<file path="config.mk">
export PLATFORM = sky130hd
export DESIGN_NAME = uart_rx
export DESIGN_NICKNAME = d
export VERILOG_FILES = /design/src/rtl/uart_rx.sv
export SDC_FILE = /design/constraint.sdc
export NUM_CORES = 1
export LEC_CHECK = 0
export CAP_MARGIN = 5
export CORE_ASPECT_RATIO = 1.2
export CORE_MARGIN = 5
export CORE_UTILIZATION = 29
export DETAILED_ROUTE_END_ITERATION = 7
export GPL_ROUTABILITY_DRIVEN = 0
export PLACE_DENSITY_LB_ADDON = 0.2
export SYNTH_ARGS = -nofsm -noshare
export SYNTH_HDL_FRONTEND = slang
export SYNTH_SLANG_ARGS = --single-unit
</file>
<file path="constraint.sdc">
create_clock -name clk -period 1.7 [get_ports clk]
set_input_delay 0.34 -clock clk [delete_from_list [all_inputs] [get_ports clk]]
set_output_delay 0.34 -clock clk [all_outputs]
set_load 0.05 [all_outputs]
</file>
<file path="src/rtl/uart_rx.sv">
`timescale 1ns/1ps
`default_nettype none
// ============================================================================
//  Module   : uart_rx
//  Brief    : Oversampled UART receiver. Two-flop input synchronizer,
//             start-bit qualification at mid-bit, LSB-first data capture,
//             stop-bit check with frame-error pulse, break handling and a
//             valid/ready output with sticky overrun flag.
//  Revision : 1.0 - initial release
// ============================================================================
module uart_rx #(
    parameter int OVERSAMPLE = 8,
    parameter int DATA_BITS  = 8
) (
    input  logic                 clk,
    input  logic                 rst_n,
    input  logic                 baud_tick,
    input  logic                 rx_serial,
    input  logic                 rx_ready,
    output logic [DATA_BITS-1:0] rx_data,
    output logic                 rx_valid,
    output logic                 frame_error,
    output logic                 overrun,
    output logic                 busy
);

    localparam int c_TICK_W = $clog2(OVERSAMPLE);
    localparam int c_BIT_W  = $clog2(DATA_BITS + 1);

    localparam logic [c_TICK_W-1:0] c_TICK_LAST = c_TICK_W'(OVERSAMPLE - 1);
    localparam logic [c_TICK_W-1:0] c_TICK_MID  = c_TICK_W'(OVERSAMPLE / 2 - 1);
    localparam logic [c_TICK_W-1:0] c_TICK_ONE  = c_TICK_W'(1);
    localparam logic [c_BIT_W-1:0]  c_BIT_LAST  = c_BIT_W'(DATA_BITS - 1);
    localparam logic [c_BIT_W-1:0]  c_BIT_ONE   = c_BIT_W'(1);

    localparam logic [2:0] c_ST_IDLE  = 3'd0;
    localparam logic [2:0] c_ST_START = 3'd1;
    localparam logic [2:0] c_ST_DATA  = 3'd2;
    localparam logic [2:0] c_ST_STOP  = 3'd3;
    localparam logic [2:0] c_ST_BREAK = 3'd4;

    logic [2:0]           r_state;
    logic [2:0]           w_state_next;
    logic                 r_sync_meta;
    logic                 r_sync;
    logic [c_TICK_W-1:0]  r_tick_cnt;
    logic [c_BIT_W-1:0]   r_bit_cnt;
    logic [DATA_BITS-1:0] r_shift;
    logic [DATA_BITS-1:0] w_shift_next;
    logic [DATA_BITS-1:0] r_rx_data;
    logic                 r_rx_valid;
    logic                 r_frame_error;
    logic                 r_overrun;
    logic                 w_tick_last;
    logic                 w_stop_good;
    logic                 w_stop_bad;
    logic                 w_handshake;
    logic                 w_busy;

    // Two-flop synchronizer; resets to the idle-high line level
    always_ff @(posedge clk) begin
        if (!rst_n) begin
            r_sync_meta <= 1'b1;
            r_sync      <= 1'b1;
        end else begin
            r_sync_meta <= rx_serial;
            r_sync      <= r_sync_meta;
        end
    end

    // State register
    always_ff @(posedge clk) begin
        if (!rst_n) begin
            r_state <= c_ST_IDLE;
        end else begin
            r_state <= w_state_next;
        end
    end

    // Next-state logic; the state only advances on a baud tick
    always_comb begin
        w_state_next = r_state;
        if (baud_tick) begin
            case (r_state)
                c_ST_IDLE:  if (!r_sync) w_state_next = c_ST_START;
                c_ST_START: if (r_tick_cnt == c_TICK_MID)
                                w_state_next = r_sync ? c_ST_IDLE : c_ST_DATA;
                c_ST_DATA:  if ((r_tick_cnt == c_TICK_LAST) && (r_bit_cnt == c_BIT_LAST))
                                w_state_next = c_ST_STOP;
                c_ST_STOP:  if (r_tick_cnt == c_TICK_LAST)
                                w_state_next = r_sync ? c_ST_IDLE : c_ST_BREAK;
                c_ST_BREAK: if (r_sync) w_state_next = c_ST_IDLE;
                default:    w_state_next = c_ST_IDLE;
            endcase
        end
    end

    // Output/strobe decode from the current state
    always_comb begin
        w_tick_last = baud_tick && (r_tick_cnt == c_TICK_LAST);
        w_stop_good = (r_state == c_ST_STOP) && w_tick_last && r_sync;
        w_stop_bad  = (r_state == c_ST_STOP) && w_tick_last && !r_sync;
        w_busy      = (r_state != c_ST_IDLE);
    end

    // Next shift-register value: new bit enters at the MSB so the first bit ends at the LSB
    always_comb begin
        w_shift_next                = r_shift >> 1;
        w_shift_next[DATA_BITS-1]   = r_sync;
    end

    // Bit timing counters and data shift register
    always_ff @(posedge clk) begin
        if (!rst_n) begin
            r_tick_cnt <= '0;
            r_bit_cnt  <= '0;
            r_shift    <= '0;
        end else if (baud_tick) begin
            case (r_state)
                c_ST_IDLE: begin
                    if (!r_sync) r_tick_cnt <= '0;
                end
                c_ST_START: begin
                    if (r_tick_cnt == c_TICK_MID) begin
                        r_tick_cnt <= '0;
                        r_bit_cnt  <= '0;
                    end else begin
                        r_tick_cnt <= r_tick_cnt + c_TICK_ONE;
                    end
                end
                c_ST_DATA: begin
                    if (r_tick_cnt == c_TICK_LAST) begin
                        r_shift    <= w_shift_next;
                        r_tick_cnt <= '0;
                        r_bit_cnt  <= r_bit_cnt + c_BIT_ONE;
                    end else begin
                        r_tick_cnt <= r_tick_cnt + c_TICK_ONE;
                    end
                end
                c_ST_STOP: begin
                    if (r_tick_cnt == c_TICK_LAST) r_tick_cnt <= '0;
                    else                           r_tick_cnt <= r_tick_cnt + c_TICK_ONE;
                end
                default: begin
                    r_tick_cnt <= r_tick_cnt;
                end
            endcase
        end
    end

    assign w_handshake = r_rx_valid && rx_ready;

    // Consumer-facing registers: a completed frame takes priority over a handshake
    always_ff @(posedge clk) begin
        if (!rst_n) begin
            r_rx_data     <= '0;
            r_rx_valid    <= 1'b0;
            r_frame_error <= 1'b0;
            r_overrun     <= 1'b0;
        end else begin
            r_frame_error <= w_stop_bad;
            if (w_stop_good) begin
                r_rx_data  <= r_shift;
                r_rx_valid <= 1'b1;
                if (r_rx_valid && !rx_ready) r_overrun <= 1'b1;
            end else if (w_handshake) begin
                r_rx_valid <= 1'b0;
                r_overrun  <= 1'b0;
            end
        end
    end

    assign rx_data     = r_rx_data;
    assign rx_valid    = r_rx_valid;
    assign frame_error = r_frame_error;
    assign overrun     = r_overrun;
    assign busy        = w_busy;

endmodule
`default_nettype wire
</file>
; ---- After elaboration in Yosys (flattened, before gate mapping)
; Index checks and enable logic that the tools add are counted.
[classes]
eq_ne = 14
n_reduce_logical = 20
n_addsub = 2
n_mux = 19
[op_table]
columns = operator, count
row1 = 3-bit 2-to-1 mux, 9
row2 = 3-bit case mux with 5 select lines, 1
row3 = 2-bit inequality test (second input constant), 6
row4 = 3-bit by 2-bit equality test with 1-bit output (second input constant), 3
row5 = 3-bit case mux with 3 select lines, 1
row6 = 4-bit 2-to-1 mux, 2
row7 = 4-bit case mux with 2 select lines, 1
row8 = 1-bit logical AND, 7
row9 = 3-bit equality test (second input constant), 2
row10 = 3-bit AND reduction, 2
row11 = 6-bit AND reduction, 1
row12 = 3-bit nonzero test, 2
row13 = 4-bit by 1-bit adder with 4-bit output (second input constant), 1
row14 = 4-bit by 3-bit equality test with 1-bit output (second input constant), 1
row15 = 1-bit 2-to-1 mux, 4
row16 = 4-bit AND reduction, 1
row17 = 2-bit nonzero test, 2
row18 = 3-bit by 1-bit adder with 3-bit output (second input constant), 1
row19 = 3-bit by 1-bit equality test with 1-bit output (second input constant), 1
row20 = 3-bit logical NOT, 1
row21 = 1-bit logical NOT, 2
row22 = 2-bit 2-to-1 mux, 1
row23 = 2-bit by 1-bit inequality test with 1-bit output (second input constant), 1
row24 = 2-bit AND reduction, 1
row25 = 2-bit OR reduction, 1
[word_totals]
in_bits = 5
out_inout_bits = 12
elab_cells = 65
regBits = 31

; ---- Depth between registers and ports, before layout
[depth]
word_depth = 6
ltp_mapped = 7

; ---- Least setup slack after synthesis
; Ideal clock, no wire load.
[synth_timing]
kind = reg2reg
from = reg r_tick_cnt[0]
to = reg r_overrun (netlist: overrun)
period_less_slack_ns = 1.703
path_buffers = 1
t_required_ns = 1.583
stages_incl_launch_ff = 8
arrival_time_ns = 1.586
setup_slack_ns = -0.003
setup_time_ns = 0.117
path_cell_list = dfxtp_1 -> ha_1 -> ha_1 -> and4b_4 -> and3_1 -> buf_6 -> a21o_1 -> a32o_1
[synth_between]
elab_chain_cells = 6
elab_cells_between_ends = 8
[synth_rtl]
columns = item, line
row1 = from (decl), 46  ; logic [c_TICK_W-1:0] r_tick_cnt;
row2 = from (signal assigned), 128  ; r_tick_cnt <= r_tick_cnt + c_TICK_ONE;
row3 = from (signal assigned), 137  ; r_tick_cnt <= r_tick_cnt + c_TICK_ONE;
row4 = from (signal assigned), 142  ; else r_tick_cnt <= r_tick_cnt + c_TICK_ONE;
row5 = 3-bit equality test (*), 100  ; w_tick_last = baud_tick && (r_tick_cnt == c_TICK_LAST);
row6 = 1-bit logical AND (*), 100
row7 = 1-bit logical AND (*) (2 in a row), 101  ; w_stop_good = (r_state == c_ST_STOP) && w_tick_last && r_sync;
row8 = 2-bit by 1-bit inequality test with 1-bit output (no line) / 2-bit nonzero test (equally long branches), -
row9 = 2-bit AND reduction (no line), -
row10 = to (signal assigned), 159  ; r_overrun <= 1'b0;
row11 = to (signal assigned), 165  ; if (r_rx_valid && !rx_ready) r_overrun <= 1'b1;
row12 = to (signal assigned), 168  ; r_overrun <= 1'b0;
row13 = to (decl), 53  ; logic r_overrun;
; Every way passes the cells marked *; elsewhere a longest branch is shown, timed or not.
; A chain may end at the register's enable or synchronous reset.

; ---- Worst setup path after layout
[layout_timing]
from = reg r_tick_cnt[1]
to = reg r_bit_cnt[2]
[layout_between]
elab_chain_cells = 3
elab_cells_between_ends = 5
[layout_rtl]
columns = item, line
row1 = 3-bit equality test / 3-bit by 2-bit equality test with 1-bit output (equally long branches), "132, 124"
row2 = 2-bit inequality test (no line), -
row3 = 4-bit AND reduction (no line) (*), -
row4 = to (signal assigned), 135  ; r_bit_cnt <= r_bit_cnt + c_BIT_ONE;
row5 = to (decl), 47  ; logic [c_BIT_W-1:0] r_bit_cnt;
; Marks and branches as above.

==> reports/qor.log <==
[outcome] outcome finished, final reports clean
[worst_setup_path] endpoint of the most critical register-to-register path r_bit_cnt[2]$_SDFFE_PN0P_
[synthesis] area fraction in and, or, nand and nor cells after synthesis 0.2391
[clock_network] clock network latency to the later pin of the worst-skew pair 280 ps
[worst_setup_path] maximum net fanout on the critical path 6
[sta] timing-limited maximum frequency 593.2 MHz
[synthesis] Seq/Total Area, Yosys 0.4393
[synthesis] EDFF count, synth 0
[sta] Final Cycle Share 0.9917
[worst_setup_path] cell depth of the worst flop-to-flop path 7
[pwr] areal power density over the cells 754.4 nW/um^2
[flow_run] Max Cap Violations 0
[clock_network] clock tree root driver cell clkbuf_8
[sta] final critical path time including I/O delays and setup 1686 ps
[synthesis] number of unique standard cell types used by synthesis 39
[clock_network] count of hold-fix buffers inserted at cts 0
[die] num ports 17
[clock_network] number of sinks handled by clock tree synthesis 31
[synthesis] main combinational cell family by area after synthesis simple AND/OR/NAND/NOR gates
[pwr] overall power after layout 1.386 mW
[synthesis] most frequent cells after synthesis 31 x dfxtp_1, 24 x nand2_1, 15 x a21oi_1
[global_routing] overflow left after global routing 0
[worst_setup_path] path type of the worst setup path flip-flop to flip-flop
[die] initial core utilization 0.3030
[clock_network] clock tree from TritonCTS done
[synthesis] most used flip-flop cell after synthesis dfxtp_1
[die] Die Span X 73.71 microns
[worst_setup_path] endpoint required time on the critical path 1870 ps
[synthesis] most instantiated library cell after synthesis dfxtp_1
[routing] DRT antenna net count 0
[min_path] Hold Path Sink r_sync$_SDFF_PN1_
[finish] layout cells sized above 1 0.2742
[synthesis] area share of xor/xnor cells in the synthesized design 0.006200
[synthesis] number of warnings reported in the yosys synthesis log 0
[synthesis] gate count after technology mapping 154
[routing] length of the first detailed-routing pass in iterations 4
[placement] sum of net half-perimeters after detailed placement 2241 microns
[die] core box area 4662 sq um
[global_routing] GRT Resource Usage Total 0.1003
[min_path] worst hold path startpoint r_sync_meta$_SDFF_PN1_
[routing] overall via count from detail_route 1156
[sta] final-report max-slew violation count 0
[worst_setup_path] Worst R2R Start r_tick_cnt[1]$_SDFFE_PN0P_
[worst_setup_path] data arrival time at the worst-slack endpoint 1860 ps
[placement] Placed Cells incl. Taps 235
[sta] Worst Max-Slew Pin Slew 280.1 ps
[worst_setup_path] Critical Path End Type flip-flop
[finish] number of antenna repair diodes 0
[routing] vias per inst 4.738
[routing] initial drt markers 49
[synthesis] FFs w/ async S/R, synth 0
[routing] total routed wirelength 3143 microns
[min_path] class of the tightest hold or removal check flip-flop to flip-flop
[routing] post-DR wirelength/cell 12.88 microns
[finish] layout overhead on the synthesized area 30.03%
[clock_network] register clock-pin slew on the reported worst setup and hold paths 60 ps
[sta] unrepaired setup endpoints after global routing yes
[synthesis] area share of fa/ha/maj cells after synthesis 0.04429
[pwr] cell leakage power 0.7280 nW
[sta] Setup WS post-layout 14.10 ps
[global_routing] number of antenna violations at the first check in global routing 0
[worst_setup_path] worst setup path start r_tick_cnt[1]$_SDFFE_PN0P_
[worst_setup_path] reg-to-reg slack, setup 10 ps
[sta] Slew Limit Headroom 0.8106
[placement] number of I/O port buffers 16
[synthesis] Post-Syn Area per Cell 9.173 sq um
[routing] number of DRC violations after detailed routing 0
[pwr] highest ir drop seen on vdd 404.3 uV
[synthesis] library cell with the largest summed area after synthesis dfxtp_1
[clock_network] H-tree depth 2
[synthesis] area fraction of the dominant cell type after synthesis 0.4393
[finish] non-filler cells, final 244
[global_routing] wire length of the first global-routing pass 4988 microns
[synthesis] complex-gate fraction of the synthesized area 0.1320
[worst_setup_path] crit path launch type flip-flop
[synthesis] share of cell area taken by muxes after synthesis 0.07883
[die] std cell rows 27
[die] overall die height 86.46 microns
[synthesis] Synth Cell Area 1413 sq um
[placement] worst setup timing slack at the placement stage -139.9 ps
[global_routing] pin count of the biggest net entering global routing 20
[synthesis] Net Count, Synth 164
[clock_network] number of buffers between clock root and the deepest sink 2
[sta] post-route clock skew 3.154 ps
[clock_network] number of buffers created by CTS 5
[sta] number of hold-slack violations in the final timing report 0
[min_path] Min-Delay Path Depth 1
[die] Die ar. 6373 sq um
[global_routing] vias in the first global route 1127
[finish] final net count 196
[synthesis] cell types with the largest area share after synthesis dfxtp_1 44%, mux2i_1 7.1%, nand2_1 6.4%
[sta] final setup violation count 0
[synthesis] flop and latch count out of synthesis 31
[finish] final cell utilization of the core 0.3940
## report_power, final
part | internal (mW) | switching (mW)
Sequential | 0.730 | 0.00342
Clock | 0.317 | 0.258
Combinational | 0.0366 | 0.0408
Total | 1.08 | 0.302
## layout by cell type, fill, tap and decap left out, types with 3 or more instances in the layout
| cell | Yosys | final |
|---|---|---|
| buf_4 | 0 | 26 |
| clkbuf_8 | 0 | 6 |
| a21oi_1 | 15 | 15 |
| nand2b_1 | 5 | 5 |
| dfxtp_1 | 31 | 27 |
| a21o_1 | 4 | 4 |
| inv_1 | 5 | 5 |
| mux2i_1 | 10 | 10 |
| nand2_1 | 24 | 24 |
| dfxtp_2 | 0 | 3 |
| nor2_1 | 14 | 14 |
| ha_1 | 5 | 3 |
| clkdlybuf4s50_1 | 0 | 4 |
## metal layers
metal	global-route usage	vias to the layer above	part of all wire
met1	0.1117	540	0.44
met3	0.03480	8	0.040
met4	0.04613	0	0.024
li1	-	590	-
met5	0	-	0
met2	0.1685	18	0.50
## registers in the layout (all words and copies together), names as in the netlist
| name | cells |
|---|---|
| rx_valid | 1 |
| r_bit_cnt | 4 |
| r_sync_meta | 1 |
| r_sync | 1 |
| r_shift | 8 |
| rx_data | 8 |
| r_tick_cnt | 3 |
| r_state | 3 |
| overrun | 1 |
| frame_error | 1 |
## cells by family (layout without fill, tap and decap cells)
| logic type | after synthesis | count (layout) |
|---|---|---|
| AND/OR/NAND/NOR | 62 | 62 |
| flip-flops | 31 | 31 |
| AO/OA/AOI/OAI | 30 | 30 |
| buffers and inverters | 14 | 46 |
| multiplexers | 11 | 11 |
| adder cells (fa/ha/maj) | 5 | 5 |
| XOR/XNOR | 1 | 1 |
## worst max-delay path: stages (launching register included)
cell and delay, ps:
dfxtp_2 340, ha_4 170, ha_4 150, and4b_4 190
and2b_2 240, buf_12 140, and4b_1 200, a21o_1 140
## worst max-delay path by stage
stage,end,slack (ps),depth (start not counted)
6_report,r_bit_cnt[2]$_SDFFE_PN0P_,10,7
5_1_grt,r_bit_cnt[2]$_SDFFE_PN0P_,-20,7
4_1_cts,busy,10,2
3_5_place_dp,overrun$_SDFFE_PN0P_,-140,5
3_3_place_gp,overrun$_SDFFE_PN0P_,-100,5
2_1_floorplan,overrun$_SDFFE_PN0P_,30,7
## through the flow
stage	hold slack, ps	setup TNS [ps]	instance area [sq um]
6_report	418.2	0	1837
5_1_grt	430.3	-23.50	1837
4_1_cts	418.7	0	1779
3_5_place_dp	410.4	-1576	1680
3_3_place_gp	399.6	-1216	1680
2_1_floorplan	386.3	0	1415
## timing repair
action                     4_1_cts  5_1_grt
setup endpoints to repair        6       12
resized for setup                5        7
hold endpoints to repair         0        0
buffers inserted                 0        1
cloned                           0        1
pin swaps                        0        1
## final cells by class
type                    instances  area [sq um]
fillers                       474          2825
clock buffers                   6         82.58
inverters                       6         22.52
clock inverters                 1         5.005
multi-input cells             109         734.5
well taps                      58         72.57
repair buffers                 33         291.5
flip-flops and latches         31         628.1
Power figures use the tool's default switching activity.
